`config.mk`:
```
export PLATFORM = sky130hd
export DESIGN_NAME = rv_dbgbr_flat
export DESIGN_NICKNAME = d
export VERILOG_FILES = /design/src/rtl/rv_dbgbr_pkg.sv /design/src/rtl/rv_dbgbr_if.sv /design/src/rtl/rv_dbgbr.sv /design/src/flat_wrapper.sv
export SDC_FILE = /design/constraint.sdc
export NUM_CORES = 1
export LEC_CHECK = 0
export CORE_MARGIN = 4
export CORE_UTILIZATION = 48
export DETAILED_ROUTE_END_ITERATION = 7
export HOLD_SLACK_MARGIN = 0.05
export PLACE_DENSITY = 0.8
export SETUP_SLACK_MARGIN = 0.02
export SLEW_MARGIN = 10
export SYNTH_ARGS = -nofsm -noshare
export SYNTH_HDL_FRONTEND = slang
export SYNTH_SLANG_ARGS = --single-unit
```
`constraint.sdc`:
```
create_clock -name clk -period 2.2 [get_ports clk]
set_input_delay 0.44 -clock clk [delete_from_list [all_inputs] [get_ports clk]]
set_output_delay 0.44 -clock clk [all_outputs]
set_load 0.05 [all_outputs]
```
`src/rtl/rv_dbgbr_pkg.sv`:
```
// ---------------------------------------------------------------------------
// rv_types -- shared definitions for the rv_dbgbr debug bridge.
//   Command bytes received on the byte link, reply bytes sent back, and the
//   bridge FSM state encoding.
//   Optional macro RV_DBGBR_READ_EN: adds the bus-read states to the enum.
// ---------------------------------------------------------------------------
package rv_types;

  // Command bytes (ASCII).
  localparam logic [7:0] CMD_W = 8'h57;  // 'W' write: addr4 + data4
  localparam logic [7:0] CMD_R = 8'h52;  // 'R' read : addr4
  localparam logic [7:0] CMD_H = 8'h48;  // 'H' hold CPU, take the bus
  localparam logic [7:0] CMD_G = 8'h47;  // 'G' release CPU

  // Reply bytes.
  localparam logic [7:0] RSP_K   = 8'h4B;  // 'K' command done
  localparam logic [7:0] RSP_UNK = 8'h3F;  // '?' unknown command

  typedef enum logic [2:0] {
    IDLE,
    ADDR,
    DATA,
    BUS_WR,
`ifdef RV_DBGBR_READ_EN
    BUS_RD,
    RD_WAIT,
`endif
    REPLY
  } state_t;

endpackage

```
`src/rtl/rv_dbgbr_if.sv`:
```
// ---------------------------------------------------------------------------
// rv_dbgbr_if -- byte link and bus initiator signals of the debug bridge.
//   rx_data/rx_valid : received command byte, single-cycle strobe
//   tx_data/tx_valid/tx_ready : reply byte stream (valid held until ready)
//   m_adr/m_we/m_dw/m_re : bus request issued by the bridge
//   m_dr/m_rdy : read data (one cycle after the accepted read) and ready
//   modport master : the bridge side; modport slave : link/bus side.
// ---------------------------------------------------------------------------
interface rv_dbgbr_if;
  logic [7:0]  rx_data;
  logic        rx_valid;
  logic [7:0]  tx_data;
  logic        tx_valid;
  logic        tx_ready;
  logic [31:0] m_adr;
  logic [3:0]  m_we;
  logic [31:0] m_dw;
  logic        m_re;
  logic [31:0] m_dr;
  logic        m_rdy;

  modport master (
    input  rx_data, rx_valid, tx_ready, m_dr, m_rdy,
    output tx_data, tx_valid, m_adr, m_we, m_dw, m_re
  );

  modport slave (
    output rx_data, rx_valid, tx_ready, m_dr, m_rdy,
    input  tx_data, tx_valid, m_adr, m_we, m_dw, m_re
  );
endinterface

```
`src/rtl/rv_dbgbr.sv`:
```
// ---------------------------------------------------------------------------
// rv_dbgbr -- byte-stream debug bridge (cclk domain, single clock).
//   Parses little-endian commands from a byte link and turns them into word
//   bus accesses; also holds the CPU in reset on request.
//     'W' a0 a1 a2 a3 d0 d1 d2 d3 -> word write, reply 'K'
//     'R' a0 a1 a2 a3             -> word read, reply 4 data bytes LSB first
//     'H' / 'G'                   -> set / clear hold, reply 'K'
//     anything else in IDLE       -> reply '?'
//   Ports: clk, xreset (async, active low), bus (rv_dbgbr_if.master),
//          hold (CPU held in reset, bus owned by bridge), busy (not IDLE).
//   Parameter TMO_CYCLES: inter-byte timeout inside a command, in clk cycles.
//   Optional macro RV_DBGBR_READ_EN: enables the 'R' command; without it
//   'R' is answered with '?' and m_re is tied low.
// ---------------------------------------------------------------------------
module rv_dbgbr
  import rv_types::*;
#(
  parameter int unsigned TMO_CYCLES = 480000
) (
  input  logic         clk,
  input  logic         xreset,
  rv_dbgbr_if.master   bus,
  output logic         hold,
  output logic         busy
);

  localparam int unsigned TMO_W = (TMO_CYCLES > 1) ? $clog2(TMO_CYCLES) : 1;
  localparam logic [TMO_W-1:0] TMO_LAST = TMO_W'(TMO_CYCLES - 1);

  state_t            state, state_nxt;
  logic [31:0]       addr_q;
  logic [31:0]       data_q;
  logic [1:0]        byte_cnt;
  logic [TMO_W-1:0]  tmo_cnt;
  logic [23:0]       rep_buf;   // reply bytes still to be presented
  logic [1:0]        rep_left;  // bytes after the one on tx_data
`ifdef RV_DBGBR_READ_EN
  logic              is_rd;
  logic              cmd_rd;
`endif

  // Decode strobes from the next-state logic into the datapath.
  logic              cmd_start;
  logic              byte_acc;
  logic              hold_set;
  logic              hold_clr;
  logic              rep_start;
  logic [31:0]       rep_word;
  logic [1:0]        rep_last;
  logic              tmo_hit;

  // NOTE: the async reset is in the sensitivity list; state changes use <=
  // so every flop samples pre-edge values regardless of block order.
  always_ff @(posedge clk or negedge xreset) begin
    if (!xreset) state <= IDLE;
    else         state <= state_nxt;
  end

  // NOTE: every signal assigned here gets a default first, so no path can
  // leave one unassigned and infer a latch.
  always_comb begin
    state_nxt = state;
    cmd_start = 1'b0;
    byte_acc  = 1'b0;
    hold_set  = 1'b0;
    hold_clr  = 1'b0;
    rep_start = 1'b0;
    rep_word  = 32'h0;
    rep_last  = 2'd0;
`ifdef RV_DBGBR_READ_EN
    cmd_rd    = 1'b0;
`endif
    tmo_hit   = (tmo_cnt == TMO_LAST);

    case (state)
      IDLE: begin
        if (bus.rx_valid) begin
          case (bus.rx_data)
            CMD_W: begin
              cmd_start = 1'b1;
              state_nxt = ADDR;
            end
`ifdef RV_DBGBR_READ_EN
            CMD_R: begin
              cmd_start = 1'b1;
              cmd_rd    = 1'b1;
              state_nxt = ADDR;
            end
`endif
            CMD_H: begin
              hold_set  = 1'b1;
              rep_start = 1'b1;
              rep_word  = {24'h0, RSP_K};
              state_nxt = REPLY;
            end
            CMD_G: begin
              hold_clr  = 1'b1;
              rep_start = 1'b1;
              rep_word  = {24'h0, RSP_K};
              state_nxt = REPLY;
            end
            default: begin
              rep_start = 1'b1;
              rep_word  = {24'h0, RSP_UNK};
              state_nxt = REPLY;
            end
          endcase
        end
      end

      // A byte arriving on the expiry cycle wins over the timeout.
      ADDR: begin
        if (bus.rx_valid) begin
          byte_acc = 1'b1;
          if (byte_cnt == 2'd3) begin
`ifdef RV_DBGBR_READ_EN
            state_nxt = is_rd ? BUS_RD : DATA;
`else
            state_nxt = DATA;
`endif
          end
        end else if (tmo_hit) begin
          state_nxt = IDLE;
        end
      end

      DATA: begin
        if (bus.rx_valid) begin
          byte_acc = 1'b1;
          if (byte_cnt == 2'd3) state_nxt = BUS_WR;
        end else if (tmo_hit) begin
          state_nxt = IDLE;
        end
      end

      BUS_WR: begin
        if (bus.m_rdy) begin
          rep_start = 1'b1;
          rep_word  = {24'h0, RSP_K};
          state_nxt = REPLY;
        end
      end

`ifdef RV_DBGBR_READ_EN
      BUS_RD: begin
        if (bus.m_rdy) state_nxt = RD_WAIT;
      end

      // Read data is valid exactly one cycle after the accepted request.
      RD_WAIT: begin
        rep_start = 1'b1;
        rep_word  = bus.m_dr;
        rep_last  = 2'd3;
        state_nxt = REPLY;
      end
`endif

      REPLY: begin
        if (bus.tx_valid && bus.tx_ready && rep_left == 2'd0) state_nxt = IDLE;
      end

      default: state_nxt = IDLE;
    endcase
  end

  // Bus request is a pure function of state; m_adr/m_dw read zero when idle.
  always_comb begin
    bus.m_we  = 4'h0;
    bus.m_re  = 1'b0;
    bus.m_adr = 32'h0;
    bus.m_dw  = 32'h0;
    if (state == BUS_WR) begin
      bus.m_we  = 4'hF;
      bus.m_adr = {addr_q[31:2], 2'b00};
      bus.m_dw  = data_q;
    end
`ifdef RV_DBGBR_READ_EN
    if (state == BUS_RD) begin
      bus.m_re  = 1'b1;
      bus.m_adr = {addr_q[31:2], 2'b00};
    end
`endif
  end

  assign busy = (state != IDLE);

  always_ff @(posedge clk or negedge xreset) begin
    if (!xreset) begin
      hold         <= 1'b1;
      addr_q       <= 32'h0;
      data_q       <= 32'h0;
      byte_cnt     <= 2'd0;
      tmo_cnt      <= '0;
      rep_buf      <= 24'h0;
      rep_left     <= 2'd0;
      bus.tx_data  <= 8'h0;
      bus.tx_valid <= 1'b0;
`ifdef RV_DBGBR_READ_EN
      is_rd        <= 1'b0;
`endif
    end else begin
      if (hold_set)      hold <= 1'b1;
      else if (hold_clr) hold <= 1'b0;

      if (cmd_start) begin
        byte_cnt <= 2'd0;
`ifdef RV_DBGBR_READ_EN
        is_rd    <= cmd_rd;
`endif
      end

      // Bytes enter at the top so the first (least significant) byte ends
      // up in bits [7:0] after four shifts; byte_cnt wraps 3 -> 0.
      if (byte_acc) begin
        byte_cnt <= byte_cnt + 2'd1;
        if (state == ADDR) addr_q <= {bus.rx_data, addr_q[31:8]};
        else               data_q <= {bus.rx_data, data_q[31:8]};
      end

      // Runs only while waiting for command bytes; bus waits are unbounded.
      if (byte_acc || !(state == ADDR || state == DATA)) tmo_cnt <= '0;
      else                                                tmo_cnt <= tmo_cnt + 1'b1;

      if (rep_start) begin
        bus.tx_valid <= 1'b1;
        bus.tx_data  <= rep_word[7:0];
        rep_buf      <= rep_word[31:8];
        rep_left     <= rep_last;
      end else if (state == REPLY && bus.tx_valid && bus.tx_ready) begin
        if (rep_left == 2'd0) begin
          bus.tx_valid <= 1'b0;
        end else begin
          bus.tx_data <= rep_buf[7:0];
          rep_buf     <= {8'h0, rep_buf[23:8]};
          rep_left    <= rep_left - 2'd1;
        end
      end
    end
  end

endmodule

```
`src/flat_wrapper.sv`:
```
// flat-port wrapper written by rule: the top's interface ports become plain ports
module rv_dbgbr_flat import rv_types::*;
#(
  parameter int unsigned TMO_CYCLES = 480000
)
  (clk, xreset, hold, busy, bus_rx_data, bus_rx_valid, bus_tx_ready, bus_m_dr, bus_m_rdy, bus_tx_data, bus_tx_valid, bus_m_adr, bus_m_we, bus_m_dw, bus_m_re);
  rv_dbgbr_if bus_i ();
  input  logic clk;
  input  logic xreset;
  output logic hold;
  output logic busy;
  input wire logic [$bits(bus_i.rx_data)-1:0] bus_rx_data;
  input wire logic [$bits(bus_i.rx_valid)-1:0] bus_rx_valid;
  input wire logic [$bits(bus_i.tx_ready)-1:0] bus_tx_ready;
  input wire logic [$bits(bus_i.m_dr)-1:0] bus_m_dr;
  input wire logic [$bits(bus_i.m_rdy)-1:0] bus_m_rdy;
  output wire logic [$bits(bus_i.tx_data)-1:0] bus_tx_data;
  output wire logic [$bits(bus_i.tx_valid)-1:0] bus_tx_valid;
  output wire logic [$bits(bus_i.m_adr)-1:0] bus_m_adr;
  output wire logic [$bits(bus_i.m_we)-1:0] bus_m_we;
  output wire logic [$bits(bus_i.m_dw)-1:0] bus_m_dw;
  output wire logic [$bits(bus_i.m_re)-1:0] bus_m_re;
  assign bus_i.rx_data = bus_rx_data;
  assign bus_i.rx_valid = bus_rx_valid;
  assign bus_i.tx_ready = bus_tx_ready;
  assign bus_i.m_dr = bus_m_dr;
  assign bus_i.m_rdy = bus_m_rdy;
  assign bus_tx_data = bus_i.tx_data;
  assign bus_tx_valid = bus_i.tx_valid;
  assign bus_m_adr = bus_i.m_adr;
  assign bus_m_we = bus_i.m_we;
  assign bus_m_dw = bus_i.m_dw;
  assign bus_m_re = bus_i.m_re;
  rv_dbgbr #(.TMO_CYCLES(TMO_CYCLES)) u_core (.clk(clk), .xreset(xreset), .bus(bus_i), .hold(hold), .busy(busy));
endmodule
```
Word-level counts from Yosys, hierarchy flattened
Cells that the tools add are included.
Word-level totals
  register bits: 124
  bits of input ports: 45
  logic and storage cells: 99
Cells by class
  $add $sub $neg: 3
  equal/unequal tests: 15
  multiplexer cells: 49
  bitwise logic cells: 1
  reductions and logical operators: 21
Operator list (number)
  $mux W32: 3
  $mux W24: 3
  $pmux W32 S2: 1
  $mux W3: 9
  $eq A8 B7 Y1 const B: 3
  $mux W8: 3
  $add A19 B1 Y19 const B: 1
  $eq A19 B19 Y1 const B: 1
  $mux W1: 19
  $mux W19: 1
  $pmux W3 S5: 1
  $pmux W7 S2: 1
  $mux W2: 5
  $reduce_and A2 Y1: 4
  $reduce_bool A2 Y1: 4
  $mux W7: 1
  $eq A3 B2 Y1 const B: 2
  $ne A3 B2 Y1 const B: 2
  $reduce_and A5 Y1: 1
  $logic_and A1 B1 Y1: 4
  $mux W4: 1
  $ne A2 B1 Y1 const B: 2
  $ne A2 B2 Y1 const B: 2
  $reduce_or A2 Y1: 2
  12 further kinds: 13

Longest topological paths before layout
  depth after elaboration: 6
  depth in mapped cells: 6

Worst setup path before layout
No wires, ideal clock.
  path type: register to output
  start: reg u_core.state[0]
  end: out bus_m_dw[22]
  arrival: 2.013 ns
  setup slack: -0.253 ns
  stages on the path, launching flop included: 6
  cells stage by stage: dfrtp_1 > buf_2 > and3b_1 > clkbuf_1 > clkbuf_1 > and2_1
On the way
  cells in the longest elaborated chain, start to end: 2
RTL lines
  start: declaration: RTL line rv_dbgbr.sv:30  | state_t state, state_nxt;
  start signal: assignment: RTL line rv_dbgbr.sv:56  | else state <= state_nxt;
  $eq A3 B2 Y1: RTL line rv_dbgbr.sv:172  | if (state == BUS_WR) begin
  $mux W32: RTL line rv_dbgbr.sv:172
  end: declaration: RTL line flat_wrapper.sv:21  | output wire logic [$bits(bus_i.m_dw)-1:0] bus_m_dw;
No other way between the ends.

Worst setup path after layout
  start: reg u_core.state[0]
  end: out bus_m_adr[23]
On the way
  cells in the longest elaborated chain, start to end: 2
RTL lines
  $eq A3 B2 Y1: RTL line rv_dbgbr.sv:172
  $mux W32: RTL line rv_dbgbr.sv:172
  end: declaration: RTL line flat_wrapper.sv:19  | output wire logic [$bits(bus_i.m_adr)-1:0] bus_m_adr;
No other way between the ends.

==> reports/qor.yml <==
finish:
  stdcell_area_sq_um: 6564
  multi_input_area_sq_um: 2033
  n_fill_cell: 632
  layout_common_cells: "dfrtp_1 (90), buf_12 (70), and2_1 (60)"
  final_common_cell: "dfrtp_1"
  drive_gt1_share_pct: 35.07
  finalNetCount: 542
  antenna_cells: 0
  area_growth_pct: 44.32
  register_area_sq_um: 2331
floorplanning:
  die_w_um: 105.3
  start_util_pct: 49.22
  coreArea_sq_um: 9240
  die_h_um: 105.3
  pin_count: 125
  die-area_sq_um: 11100
  rows: 35
sta:
  setup_viol_count_final: 0
  skew_ps: 8.659
  fmax_mhz: 469.9
  worstMarginPinSlew_ps: 530.7
  fin_crit_ps: 2128
  slew_violations: 0
  slew-limit-headroom_pct: 64.56
  period_share_pct: 96.74
  finalHoldViolations: 0
  rsz0062_at_grt: "yes"
worst_hold_path:
  hold_class: "flop to flop"
placement:
  port_buffers: 88
  gp_congestion: 0.8813
  postPlaceCellArea_sq_um: 6259
  dp_hpwl_mm: 7.265
critical_path:
  cp_data_required_time_ps: 1760
  path_buf_inv: 2
  cp_max_fo: 16
  critPathTopFamily: "simple AND/OR/NAND/NOR gates"
  crit_type: "flop to output port"
  cpMaxStageDelayCell: "dfrtp_2"
  endpoint_kind: "output port"
  startpoint_type: "flop"
  cp.arrival_ps: 1690
  critPathMaxStageDelay_ps: 440
  crit_path_cell_trace: "and3b_2 > buf_8 > and2_1 > buf_12"
synthesis:
  synth-seq-cells: 93
  synth.avg_cell_area_sq_um: 11.34
  async_flop_share_pct: 100.0
  synth_warnings: 0
  syn-cell-area_sq_um: 4548
  synth_area_leaders: "dfrtp_1 (51%), mux2_2 (13%), and2_1 (8.9%), mux2_1 (2.7%), buf_4 (2.0%)"
  yosys.area.top_type: "dfrtp_1"
  synth_top_area_share_pct: 50.62
  ys_dominant_reg_cell: "dfrtp_1"
  ys_seq_area_share_pct: 51.20
  synth-edff-count: 0
  synthesis.instances: 401
  synthDistinctLibCells: 52
detailed_routing:
  post_drt_wl_per_cell_um: 16.04
  postRouteAntennaNets: 0
  dr_total_vias: 3274
  drt-total-wl_mm: 10.07
  first_iter_violations: 141
  first_pass_iters: 4
  detail_route.vias_per_cell: 5.213
  remaining_drc_errors: 0
grt:
  grt_pass1_wl_mm: 16.08
  grtUsageTotal_pct: 18.04
  overflow: 0
  grt_max_degree: 67
  grt_pass1_vias: 3267
  grt_antenna_before_repair: 0
power_and_ir_drop:
  p_per_area_nw_per_um2: 564.1
  ir_drop_v: 0.0006307
  leakagePower_nw: 2.973
  power_w: 0.003702
clock_tree:
  cts_tree: "yes"
  clock-sinks: 93
  cts_buffers: 9
  clk_path_buf_depth: 2
  clk_latency_ps: 360
  clk_pin_slew_ps: 90
  clockRootBuffer: "clkbuf_8"
  htreeDepth: 3
outcome:
  status: "complete, no violations"
flow_run:
  drv_cap: 0
routing by layer:
layer	global-route usage [%]	share of wire, %
met5	0	0
met4	5.811	1.3
met3	4.103	4.2
met2	33.11	54
met1	20.66	40
kinds of logic (layout without fill, tap and decap cells):
kind of cell | count (synthesis) | in the layout | share of synthesized area [%]
AO/OA/AOI/OAI | 30 | 30 | 4.374
adder cells (fa/ha/maj) | 3 | 3 | 0.8254
AND/OR/NAND/NOR | 154 | 154 | 20.33
multiplexers | 64 | 64 | 15.85
buffers and inverters | 43 | 138 | 4.842
XOR/XNOR | 13 | 13 | 2.503
other | 1 | 4 | 0.08245
flip-flops | 93 | 93 | 51.20
final cells by class:
type | instances | share of cell area, %
Clock buffer | 10 | 2.097
Clock inverter | 6 | 1.067
Inverter | 11 | 0.6291
Multi-Input combinational cell | 268 | 30.98
Sequential cell | 93 | 35.51
Tap cell | 129 | 2.459
Timing Repair Buffer | 111 | 27.26
state kept, by name, indices dropped and copies added (netlist names):
| signal | cells |
|---|---|
| u_core.bus.tx_data | 3 |
| u_core.hold | 1 |
| u_core.state | 3 |
| u_core.data_q | 32 |
| u_core.tmo_cnt | 19 |
| u_core.byte_cnt | 2 |
| u_core.rep_left | 2 |
| u_core.bus.tx_valid | 1 |
| u_core.addr_q | 30 |
timing repair:
| item | in CTS | in global routing |
|---|---|---|
| setup buffers | 0 | 4 |
| hold buffers | 1 | 0 |
| setup endpoints to repair | 62 | 63 |
| cloned | 0 | 2 |
| hold endpoints to repair | 22 | 0 |
| gates resized for setup | 6 | 3 |
power by group:
| group | switching (W) | internal, W | leakage [nW] |
|---|---|---|---|
| Combinational | 0.000484 | 0.000252 | 1.60 |
| Clock | 0.000601 | 0.000561 | 0.0951 |
| Sequential | 0.0000415 | 0.00176 | 1.28 |
Yosys cell counts, types with 3 or more instances:
| master | n |
|---|---|
| dfrtp_1 | 92 |
| and2_1 | 65 |
| mux2_2 | 53 |
| nor2_1 | 18 |
| nand3_1 | 14 |
| nand2_1 | 13 |
| buf_4 | 12 |
| inv_1 | 11 |
| mux2_1 | 11 |
| buf_2 | 10 |
| o21ai_0 | 10 |
| clkbuf_1 | 9 |
| xnor2_1 | 8 |
| a21oi_1 | 7 |
| or3_1 | 6 |
| nand4_1 | 5 |
| xor2_1 | 5 |
| and3_1 | 4 |
| nor3_1 | 4 |
| ha_1 | 3 |
| nor2b_1 | 3 |
| nor4_1 | 3 |
worst paths after layout:
| path | slack, ps | from | depth (start not counted) | to |
|---|---|---|---|---|
| max in group asynchronous | 1030 | xreset | 3 | u_core.addr_q[8] |
| min in group asynchronous | 510 | xreset | 2 | u_core.bus.tx_data[6] |
| worst max register to register | 280 | u_core.tmo_cnt[0] | 5 | u_core.tmo_cnt[18] |
| worst min register to register | 490 | u_core.addr_q[7] | 1 | u_core.addr_q[7] |
| worst max-delay path | 70 | u_core.state[0] | 4 | bus_m_adr[23] |
| worst min-delay path | 490 | u_core.addr_q[7] | 1 | u_core.addr_q[7] |
per-stage QoR:
step	std cells	setup TNS, ps	hold WS [ps]	setup WS (ps)	util, %
after CTS	622	0	492.5	13.42	70.24
final	628	0	486.3	71.78	71.04
after global placement	605	0	355.7	55.02	67.73
after floorplan	404	0	144.4	48.84	-
after global routing	628	-1.072	501.3	-1.072	71.04
after detailed placement	605	0	360.1	36.62	67.73
Note: power is estimated with default switching activity, not from simulation.
